<file path="config.mk">
export PLATFORM = sky130hd
export DESIGN_NAME = seconds_bcd_timer
export DESIGN_NICKNAME = d
export VERILOG_FILES = /design/src/rtl/seconds_bcd_timer.sv
export SDC_FILE = /design/constraint.sdc
export NUM_CORES = 1
export LEC_CHECK = 0
export BUFFER_PORTS_ARGS = -buffer_cell sky130_fd_sc_hd__buf_4
export CAP_MARGIN = 20
export CORE_MARGIN = 10
export CORE_UTILIZATION = 45
export CTS_CLUSTER_SIZE = 30
export DETAILED_ROUTE_END_ITERATION = 6
export HOLD_SLACK_MARGIN = 0.12
export PLACE_DENSITY = 0.66
export SLEW_MARGIN = 20
export SYNTH_ARGS = -nofsm -noshare
export SYNTH_HDL_FRONTEND = slang
export SYNTH_SLANG_ARGS = --single-unit
</file>
<file path="constraint.sdc">
create_clock -name clk -period 5.98 [get_ports clk]
set_clock_uncertainty 0.05 [all_clocks]
set_input_delay 1.495 -clock clk [delete_from_list [all_inputs] [get_ports clk]]
set_output_delay 1.495 -clock clk [all_outputs]
set_load 0.05 [all_outputs]
</file>
<file path="src/rtl/seconds_bcd_timer.sv">
// mm:ss BCD stopwatch advanced by synchronized rising edges of tick_in, with a
// registered 4-digit active-low multiplexed 7-segment scan.
module seconds_bcd_timer #(
    parameter int SCAN_DIV = 125000,
    parameter int SCAN_W   = 17
) (
    input  logic       clk,
    input  logic       reset,
    input  logic       tick_in,
    input  logic       start,
    input  logic       stop,
    input  logic       clear,
    output logic [3:0] sec_ones,
    output logic [3:0] sec_tens,
    output logic [3:0] min_ones,
    output logic [3:0] min_tens,
    output logic       running,
    output logic       rollover,
    output logic [3:0] an,
    output logic [6:0] seg
);

    typedef enum logic [1:0] {IDLE, RUN, PAUSE} state_t;

    state_t            state, state_next;
    logic              s1, s2, s3;
    logic              tick_p;
    logic              inc;
    logic [SCAN_W-1:0] scan_cnt;
    logic              scan_tc;
    logic [1:0]        idx, idx_next;
    logic [3:0]        digit_sel;

    function automatic logic [6:0] seg_of(input logic [3:0] d);
        case (d)
            4'd0:    seg_of = 7'b1000000;
            4'd1:    seg_of = 7'b1111001;
            4'd2:    seg_of = 7'b0100100;
            4'd3:    seg_of = 7'b0110000;
            4'd4:    seg_of = 7'b0011001;
            4'd5:    seg_of = 7'b0010010;
            4'd6:    seg_of = 7'b0000010;
            4'd7:    seg_of = 7'b1111000;
            4'd8:    seg_of = 7'b0000000;
            4'd9:    seg_of = 7'b0010000;
            default: seg_of = 7'b1111111;
        endcase
    endfunction

    // NOTE: sequential state uses <= so every flop samples pre-edge values,
    // which is what makes s1->s2->s3 a real three-stage chain.
    always_ff @(posedge clk) begin
        if (!reset) begin
            s1 <= 1'b0;
            s2 <= 1'b0;
            s3 <= 1'b0;
        end else begin
            s1 <= tick_in;
            s2 <= s1;
            s3 <= s2;
        end
    end

    assign tick_p = s2 & ~s3;

    always_ff @(posedge clk) begin
        if (!reset) state <= IDLE;
        else        state <= state_next;
    end

    // NOTE: default assignment first keeps this block free of inferred latches.
    always_comb begin
        state_next = state;
        if (clear) begin
            state_next = IDLE;
        end else begin
            case (state)
                IDLE:    if (start && !stop) state_next = RUN;
                RUN:     if (stop)           state_next = PAUSE;
                PAUSE:   if (start && !stop) state_next = RUN;
                default: state_next = IDLE;
            endcase
        end
    end

    assign running = (state == RUN);
    assign inc     = running & tick_p & ~clear;

    always_ff @(posedge clk) begin
        if (!reset || clear) begin
            sec_ones <= 4'd0;
            sec_tens <= 4'd0;
            min_ones <= 4'd0;
            min_tens <= 4'd0;
            rollover <= 1'b0;
        end else begin
            rollover <= 1'b0;
            if (inc) begin
                if (sec_ones == 4'd9) begin
                    sec_ones <= 4'd0;
                    if (sec_tens == 4'd5) begin
                        sec_tens <= 4'd0;
                        if (min_ones == 4'd9) begin
                            min_ones <= 4'd0;
                            if (min_tens == 4'd5) begin
                                min_tens <= 4'd0;
                                rollover <= 1'b1;
                            end else begin
                                min_tens <= min_tens + 4'd1;
                            end
                        end else begin
                            min_ones <= min_ones + 4'd1;
                        end
                    end else begin
                        sec_tens <= sec_tens + 4'd1;
                    end
                end else begin
                    sec_ones <= sec_ones + 4'd1;
                end
            end
        end
    end

    // an/seg are loaded from the upcoming index so both always describe the same digit.
    assign scan_tc  = (scan_cnt == SCAN_W'(SCAN_DIV - 1));
    assign idx_next = scan_tc ? idx + 2'd1 : idx;

    always_comb begin
        digit_sel = sec_ones;
        case (idx_next)
            2'd0: digit_sel = sec_ones;
            2'd1: digit_sel = sec_tens;
            2'd2: digit_sel = min_ones;
            2'd3: digit_sel = min_tens;
            default: digit_sel = sec_ones;
        endcase
    end

    always_ff @(posedge clk) begin
        if (!reset) begin
            scan_cnt <= '0;
            idx      <= 2'd0;
            an       <= 4'b1110;
            seg      <= 7'b1000000;
        end else begin
            scan_cnt <= scan_tc ? '0 : scan_cnt + SCAN_W'(1);
            idx      <= idx_next;
            an       <= ~(4'b0001 << idx_next);
            seg      <= seg_of(digit_sel);
        end
    end

endmodule

</file>
After elaboration in Yosys (flattened, before gate mapping)
Memories as Yosys holds them, arrays and structs flattened. A register that Yosys moved wholly into a read port is not among the register bits.
Index checks and enable logic that the tools add are counted.
- flip-flop bits (word level): 45
- RAM bits: 0
- memories: 1
- bits in latches: 0
- ROM bits: 112
- muxes and demuxes: 10
- bitwise logic cells: 11
- $add $sub $neg: 6
- equality and inequality tests: 12
- divide/modulo/power cells: 0
- multipliers: 0
- reductions and logical operators: 15
- order comparisons: 0
- shift operators: 1
- memory list (memory ; depth ; bits a word ; read ports ; clocked after Yosys merged registers in ; wr ports ; RTL line ; RTL):
    (name not given) ; 16 ; 7 ; 1 ; 1 ; 0 ; 35 ; case (d)
- operator list (operator ; count):
    17-bit by 1-bit adder with 17-bit output, second input constant ; 1
    17-bit equality test, second input constant ; 1
    4-bit by 1-bit adder with 4-bit output, second input constant ; 4
    4-bit two-way mux ; 4
    4-bit one-hot mux with 4 select lines ; 1
    4-bit by 3-bit equality test with 1-bit output, second input constant ; 2
    4-bit equality test, second input constant ; 2
    1-bit NOT ; 7
    2-bit equality test, second input constant ; 3
    2-bit two-way mux ; 3
    2-bit OR reduction ; 3
    5-bit OR reduction ; 1
    2-bit by 1-bit equality test with 1-bit output, second input constant ; 2
    2-bit logical NOT ; 2
    4-bit NOT ; 1
    2-bit one-hot mux with 2 select lines ; 1
    2-bit AND reduction ; 2
    4-bit AND reduction ; 1
    1-bit by 2-bit << shifter with 4-bit output, first input constant ; 1
    1-bit AND ; 3
    1-bit logical NOT ; 3
    3-bit AND reduction ; 1
    2-bit by 1-bit adder with 2-bit output, second input constant ; 1
    2-bit by 1-bit inequality test with 1-bit output, second input constant ; 1
    other kinds (4) ; 4

Logic depth before layout (Yosys ltp)
Gate-level depths: netlist of the first run.
- depth after elaboration: 6
- mapped depth: 9

Worst setup path before layout of the first run
OpenSTA, ideal clock, no wires.
- path kind: input to register
- start: input clear
- end: register min_tens[2]
- setup time: 0.070 ns
- arrival time: 2.961 ns
- setup slack: 2.899 ns
- stages: 7
- buffers on the path: 1
- cell sequence: nor3b_2 > and4_1 > and3_1 > buf_2 > nand3_1 > or3b_1 > a21oi_1
- longest elaborated chain between the ends: 3
- elaborated cells between the ends (all ways): 4
- those cells by class: bitwise: 2; reduce/logical: 2
- RTL lines (element ; RTL line ; RTL):
    start, declared ; 12 ; input logic clear,
    1-bit NOT ; 87 ; assign inc = running & tick_p & ~clear;
    1-bit AND ; 87 ;
    4-bit AND reduction (no line) ; -- ;
    end signal, assigned ; 109 ; min_tens <= min_tens + 4'd1;
    end, declared ; 16 ; output logic [3:0] min_tens,
Several ways; a longest one is shown, not always the timed one.
A chain may end at the register's enable or synchronous reset.

Worst setup path after layout of the first run
Ends and elaborated chain as after synthesis.

==> results of run 1 <==
cells in the mapped netlist (2+ instances only):
cell / number
or3_1: 4
nor3b_1: 3
clkbuf_1: 3
nand4_1: 4
and2_1: 5
o21ai_0: 8
and4b_1: 2
mux2i_1: 7
inv_1: 9
a31oi_1: 2
nand2_1: 16
and4_1: 3
nor2b_1: 7
and3_2: 2
a21oi_1: 13
o221a_2: 4
buf_2: 2
mux2_2: 4
nor4b_4: 2
nand3_1: 11
xor2_1: 10
nor3b_2: 2
nand2b_1: 4
ha_1: 4
dfxtp_1: 52
nor2_1: 38
xnor2_1: 12
nor3_1: 11
power breakdown:
part           internal [mW]  switching [mW]
Sequential             0.349         0.00249
Clock                  0.124           0.112
Combinational        0.00566         0.00977
Total                  0.479           0.124
final cells by class:
cell class,instances,share of cell area
well taps,70,0.03057
multi-input cells,195,0.4651
clock buffers,6,0.02533
flip-flops and latches,52,0.3633
clock inverters,2,0.01223
inverters,11,0.01441
repair buffers,34,0.08908
per-layer routing:
metal	GRT usage	vias up	part of all wire
met1	0.1543	895	0.48
met3	0.04556	4	0.072
met4	0.04810	0	0.013
met2	0.1845	48	0.43
li1	-	991	-
met5	0	-	0
path summary, 6_finish.rpt:
check	start	to	slack [ps]	cells past startpoint
setup / recovery	clear	min_tens[2]$_SDFFE_PP0P_	2830	7
hold / removal	s1$_SDFF_PN0_	s2$_SDFF_PN0_	390	1
setup reg to reg	scan_cnt[0]$_SDFF_PP0_	seg[4]$_SDFF_PN0_	3240	9
hold reg to reg	s1$_SDFF_PN0_	s2$_SDFF_PN0_	390	1
stage by stage:
step,instances,instance area [um2],worst slack [ps],power (mW)
after floorplan,264,2440,2899,0.3683
after global placement,362,2758,2575,0.3747
after detailed placement,362,2758,2507,0.3749
after CTS,370,2865,2832,0.6101
after global routing,370,2865,2670,0.6245
final,370,2865,2827,0.6028
cells by family (layout without fill, tap and decap cells):
family | count (synthesis) | after routing
adder cells (fa/ha/maj) | 4 | 4
AND/OR/NAND/NOR | 121 | 121
AO/OA/AOI/OAI | 35 | 35
buffers and inverters | 17 | 53
XOR/XNOR | 23 | 23
flip-flops | 52 | 52
multiplexers | 12 | 12
sequential cells by signal, indices dropped and copies added (netlist names):
name	flops
state	2
rollover	1
seg	7
s1	1
s2	1
scan_cnt	17
sec_tens	4
an	4
min_tens	4
min_ones	4
idx	2
s3	1
sec_ones	4
==> results.toml, run 1 <==
[synthesis]
synth-seq-cells = 52
yosysTopAreaCell = "dfxtp_1"
synth_cells = 264
avgSynthCellArea_um2 = 9.242
synthTopCellsByArea = "dfxtp_1 43%, nor2_1 5.8%, xnor2_1 4.3%"
synth_top_area_share = 0.4267
synth_area_um2 = 2440
synthMuxAreaShare = 0.05641
yosysWarnings = 0
synth_compound_area_frac = 0.09897
synth_top_family_by_area = "simple AND/OR/NAND/NOR gates"
syn_nets = 274
yosys.area_share.simple = 0.2800
async_flop_share = 0
synthFlopType = "dfxtp_1"
synth_fa_ha_area_frac = 0.02051
synth_edf_count = 0
synth_seq_area_share = 0.4267
synth_xor_xnor_area_share = 0.09026
synth.distinct_cells = 48

[clock_network]
h-tree-depth = 2
clk_latency_ps = 300
postCtsHoldBufs = 0
cts_sinks = 52
clock-root-buffer = "clkbuf_8"
clk_pin_slew_ps = 90
post_cts_buffers = 0
post_cts_resized = 0
cts_buffers = 5
clockBufferDepth = 2
cts_tree = "built"

[global_routing]
grt_max_degree = 20
grt.total_usage = 0.1224
overflow = 0
first_global_vias = 1902
antenna_found_initial = 0
grt_pass1_wl_um = 8818

[floorplan]
core_um2 = 5172
dieArea_um2 = 8768
rows = 26
die_h_um = 93.64
initial_core_util = 0.4717
chipWidth_um = 93.64
ios = 35

[sta]
final.period_utilization = 0.5273
finalSetupTns_ps = 0
fin_crit_ps = 3154
hold_viol = 0
slew_violations = 0
hold_ws_ps = 389.6
slew-limit-headroom = 0.4996
clock.fmax_mhz = 317.1
setup_viol = 0
worst_pin_slew_ps = 750.7
rsz0062_at_grt = "no"

[finish]
n_fill_cell = 480
syn_to_final_growth_pct = 17.44
multiInputGateArea_um2 = 1333
diodes = 0
mostFrequentLayoutCell = "dfxtp_1"
most-common-layout-cells = "52 x dfxtp_1, 38 x nor2_1, 34 x buf_4, 16 x nand2_1, 13 x a21oi_1"
layout.nets = 309
post_route_cells_drive_above_1_share = 0.2100
seq_area_um2 = 1041
post-route-util = 0.5539

[worst_setup_path]
critical_path.top_delay_family = "simple AND/OR/NAND/NOR gates"
worstPathArrival_ps = 3330
startpoint_type = "primary input"
critPathMaxStageDelay_ps = 370
critPathCaptureType = "flop"
required_ps = 6160
crit_type = "primary input to flop"
crit_fanout = 8
path_buf_inv = 1
worstPathCellList = "buf_4 -> nor3b_2 -> and4_1 -> and3_1 -> nand3_1 -> or3b_1 -> a21oi_1"
crit_slowest_cell = "or3b_1"

[detailed_routing]
routed_wl_um = 5173
drc_errors = 0
drt_iter0_markers = 133
drt-wirelength-per-cell_um = 13.98
viasPerCell = 5.238
vias = 1938
drt_first_pass_iters = 4
drtAntennaViolNets = 0

[place]
hpwl_um = 3636
portBuffers = 34
routabilityCongestion = 0.8445

[outcome]
outcome = "complete, no violations"

[min_path]
holdCritPathClass = "flop to flop"

[power]
power_density_nw_per_um2 = 210.4
ir_drop_mv = 0.1684
p_leak_nw = 1.112

[job]
cap_violations = 0
Note: power is estimated with default switching activity, not from simulation.
==> run 2, diff against run 1 <==
==> constraint.sdc (replaced) <==
create_clock -name clk -period 3.1 [get_ports clk]
set_clock_uncertainty 0.05 [all_clocks]
set_input_delay 0.775 -clock clk [delete_from_list [all_inputs] [get_ports clk]]
set_output_delay 0.775 -clock clk [all_outputs]
set_load 0.05 [all_outputs]
==> results.toml, run 2 (synthesis gave the netlist of run 1 again) <==
[power]
ir_drop_mv = 0.1836
p_leak_nw = 1.102
power_density_nw_per_um2 = 386.8

[detailed_routing]
vias = 1937
viasPerCell = 5.235
wl_met1_um = 2386
drc_errors = 0
top_layer_used = "met4"
wl_met2_um = 2318
drt-wirelength-per-cell_um = 13.66
drtAntennaViolNets = 0
wl_met3_um = 321
drt_first_pass_iters = 4
routed_wl_um = 5056
drt_iter0_markers = 131

[finish]
most-common-layout-cells = "52 x dfxtp_1, 38 x nor2_1, 34 x buf_4, 16 x nand2_1, 13 x a21oi_1"
mostFrequentLayoutCell = "dfxtp_1"
syn_to_final_growth_pct = 16.72
seq_area_um2 = 1041
diodes = 0
largest_reg_flops = 17
n_fill_cell = 484
multiInputGateArea_um2 = 1333
stdcell_area_um2 = 2848
top_regs = "scan_cnt x17, seg x7"
layout.nets = 309
regMostFlops = "scan_cnt"
post_route_cells_drive_above_1_share = 0.2067

[place]
portBuffers = 34
routabilityCongestion = 0.8122
hpwl_um = 3723
place_area_um2 = 2758

[clock_network]
post_cts_buffers = 0
cts_sinks = 52
clock-root-buffer = "clkbuf_8"
cts_buffers = 5
clk_latency_ps = 310
h-tree-depth = 2
post_cts_resized = 0
postCtsHoldBufs = 0
cts_tree = "built"
clockBufferDepth = 2
clk_pin_slew_ps = 90

[global_routing]
first_global_vias = 1853
grt_max_degree = 20
overflow = 0
grt_pass1_wl_um = 8742
grt.total_usage = 0.1209
antenna_found_initial = 0

[worst_setup_path]
crit_type = "flop to flop"
startpoint_type = "flop"
worstPathArrival_ps = 2870
critPathCaptureType = "flop"
r2r_slack_ps = 400
required_ps = 3270
crit_fanout = 10

[sta]
slew_violations = 0
hold_viol = 0
fin_crit_ps = 2700
clock.fmax_mhz = 370.4
final.period_utilization = 0.8709
slew-limit-headroom = 0.5070
finalSetupTns_ps = 0
setup_viol = 0
worst_pin_slew_ps = 739.5
rsz0062_at_grt = "no"

[floorplan]
dieArea_um2 = 8768
initial_core_util = 0.4717
ios = 35
die_h_um = 93.64
chipWidth_um = 93.64
rows = 26
core_um2 = 5172

[min_path]
holdCritPathClass = "flop to flop"

[outcome]
outcome = "complete, no violations"

[job]
cap_violations = 0
-- run 2: cell types whose count changed in the layout (fill, tap and decap cells not counted), sizes merged --
cell	previous run	this run
clkbuf	6	8
bufinv	1	0
clkinv	2	1
-- run 2: per-stage QoR --
step / hold WS (ps) / cells / total power, mW / setup slack, ps / util
finish: 385.8 / 370 / 1.102 / 400.3 / 0.5506
detailed placement: 372.1 / 362 / 0.7233 / 342.6 / 0.5331
CTS: 392.0 / 370 / 1.120 / 414.0 / 0.5506
global route: 407.7 / 370 / 1.145 / 239.4 / 0.5506
global placement: 365.0 / 362 / 0.7226 / 433.1 / 0.5331
floorplan: 361.8 / 264 / 0.7104 / 681.8 / -
-- run 2: cell type report --
type / count / share of cell area
inverter: 11 / 0.01450
sequential: 52 / 0.3656
multi-input combinational: 195 / 0.4679
tap: 70 / 0.03076
clock buffer: 8 / 0.03163
timing repair buffer: 34 / 0.08963
-- run 2: worst max-delay path, stage by stage, from the launching register on --
cell and delay (ps):
dfxtp_1 410, ha_1 270, and4b_1 280, nand4_4 250, xnor2_4 360, o221a_2 330
inv_1 80, ha_1 210, nand2b_1 150, a311oi_2 220
-- run 2: layer usage --
metal,vias to the layer above,global-route usage
li1,991,-
met1,910,0.1516
met2,34,0.1816
met3,2,0.04876
met4,0,0.04557
met5,-,0
-- run 2: power breakdown --
part	switching [mW]	internal (mW)	leakage, nW
clock network	0.212	0.183	0.0455
registers	0.00487	0.673	0.420
logic	0.0182	0.0111	0.636
total	0.235	0.866	1.10
-- run 2: worst paths after layout --
path	cells after the start	from	to
setup / recovery	9	scan_cnt[0]$_SDFF_PP0_	seg[4]$_SDFF_PN0_
setup reg to reg	9	scan_cnt[0]$_SDFF_PP0_	seg[4]$_SDFF_PN0_
hold reg to reg	1	s1$_SDFF_PN0_	s2$_SDFF_PN0_
hold / removal	1	s1$_SDFF_PN0_	s2$_SDFF_PN0_
==> run 3, diff against run 2 <==
--- a/config.mk
+++ b/config.mk
@@ -8,11 +8,11 @@
 export BUFFER_PORTS_ARGS = -buffer_cell sky130_fd_sc_hd__buf_4
 export CAP_MARGIN = 20
 export CORE_MARGIN = 10
-export CORE_UTILIZATION = 45
+export CORE_UTILIZATION = 50
 export CTS_CLUSTER_SIZE = 30
 export DETAILED_ROUTE_END_ITERATION = 6
 export HOLD_SLACK_MARGIN = 0.12
-export PLACE_DENSITY = 0.66
+export PLACE_DENSITY = 0.72
 export SLEW_MARGIN = 20
 export SYNTH_ARGS = -nofsm -noshare
 export SYNTH_HDL_FRONTEND = slang
==> constraint.sdc (replaced) <==
create_clock -name clk -period 3.2 [get_ports clk]
set_clock_uncertainty 0.05 [all_clocks]
set_input_delay 0.8 -clock clk [delete_from_list [all_inputs] [get_ports clk]]
set_output_delay 0.8 -clock clk [all_outputs]
set_load 0.05 [all_outputs]
==> results.toml, run 3 (synthesis gave the netlist of run 1 again) <==
[floorplan]
ios = 35
dieArea_um2 = 8074
core_um2 = 4723
initial_core_util = 0.5166
chipWidth_um = 89.86
die_h_um = 89.86
rows = 25

[clock_network]
post_cts_buffers = 0
post_cts_resized = 0
cts_buffers = 5
clockBufferDepth = 2
cts_tree = "built"
postCtsHoldBufs = 0
h-tree-depth = 2
clock-root-buffer = "clkbuf_8"
cts_sinks = 52
clk_pin_slew_ps = 90
clk_latency_ps = 290

[worst_setup_path]
crit_slowest_cell = "dfxtp_1"
crit_fanout = 10
worstPathCellList = "ha_1 -> and4b_1 -> nand4_4 -> xnor2_4 -> o221a_2 -> inv_1 -> ha_1 -> nand2b_1 -> a21oi_1"
crit_type = "flop to flop"
rr_worst_depth = 9
worstPathArrival_ps = 2810
critical_path.top_delay_family = "simple AND/OR/NAND/NOR gates"
cp_num_cells = 9
critPathMaxStageDelay_ps = 390
required_ps = 3370
cpMostUsedCell = "ha_1"
path_buf_inv = 1
startpoint_type = "flop"
critPathCaptureType = "flop"

[job]
cap_violations = 0

[global_routing]
grt_max_degree = 20
antenna_found_initial = 0
first_global_vias = 1807
grt.total_usage = 0.1133
overflow = 0
grt_pass1_wl_um = 8059

[finish]
most-common-layout-cells = "52 x dfxtp_1, 38 x nor2_1, 34 x buf_4, 16 x nand2_1, 13 x a21oi_1"
diodes = 0
post-route-util = 0.6021
syn_to_final_growth_pct = 16.56
top_regs = "scan_cnt x17, seg x7"
mostFrequentLayoutCell = "dfxtp_1"
largest_reg_flops = 17
post_route_cells_drive_above_1_share = 0.2067
regMostFlops = "scan_cnt"
layout.nets = 309

[min_path]
holdCritPathClass = "flop to flop"
hold_depth = 1

[power]
p_leak_nw = 1.102
power_density_nw_per_um2 = 371.3
ir_drop_mv = 0.2137
power_mw = 1.056

[sta]
slew_violations = 0
finalSetupTns_ps = 0
final.period_utilization = 0.8261
worst_pin_slew_ps = 700.5
slew-limit-headroom = 0.5330
rsz0062_at_grt = "no"
hold_viol = 0
hold_ws_ps = 393.6
fin_crit_ps = 2644
clock.fmax_mhz = 378.3
setup_viol = 0

[detailed_routing]
drt-wirelength-per-cell_um = 12.51
drtAntennaViolNets = 0
drt_first_pass_iters = 5
drc_errors = 0
routed_wl_um = 4590
viasPerCell = 5.177
drt_iter0_markers = 47
vias = 1900

[place]
portBuffers = 34
hpwl_um = 3444
routabilityCongestion = 0.8180

[outcome]
outcome = "complete, no violations"
-- run 3: final timing paths --
check                                    endpoint                    from  slack, ps
worst min-delay path                s2$_SDFF_PN0_           s1$_SDFF_PN0_        390
worst max register to register  seg[1]$_SDFF_PN0_  scan_cnt[0]$_SDFF_PP0_        560
worst max-delay path            seg[1]$_SDFF_PN0_  scan_cnt[0]$_SDFF_PP0_        560
worst min register to register      s2$_SDFF_PN0_           s1$_SDFF_PN0_        390
-- run 3: through the flow --
stage | cells | area (um2) | worst slack, ps
after floorplan | 264 | 2440 | 781.8
after global placement | 359 | 2754 | 577.4
after detailed placement | 359 | 2754 | 535.1
after CTS | 367 | 2844 | 537.0
after global routing | 367 | 2844 | 315.5
final | 367 | 2844 | 556.4
-- run 3: cell type report --
type | instances | area, um2
Sequential cell | 52 | 1041
Fill cell | 442 | 1879
Timing Repair Buffer | 34 | 255.2
Inverter | 11 | 41.29
Clock buffer | 8 | 90.09
Multi-Input combinational cell | 195 | 1333
Tap cell | 67 | 83.83
-- run 3: power breakdown --
| group | total, mW | internal [mW] | switching, mW | leakage [nW] |
|---|---|---|---|---|
| clock | 0.371 | 0.177 | 0.194 | 0.0455 |
| combinational | 0.0283 | 0.0108 | 0.0175 | 0.636 |
| sequential | 0.656 | 0.652 | 0.00473 | 0.420 |
| total | 1.06 | 0.839 | 0.217 | 1.10 |
-- run 3: per-layer routing --
layer / up-vias / part of all wire / GRT usage
li1: 988 / - / -
met1: 872 / 0.50 / 0.1482
met2: 38 / 0.45 / 0.1768
met3: 2 / 0.044 / 0.03574
met4: 0 / 0.0028 / 0.02653
met5: - / 0 / 0
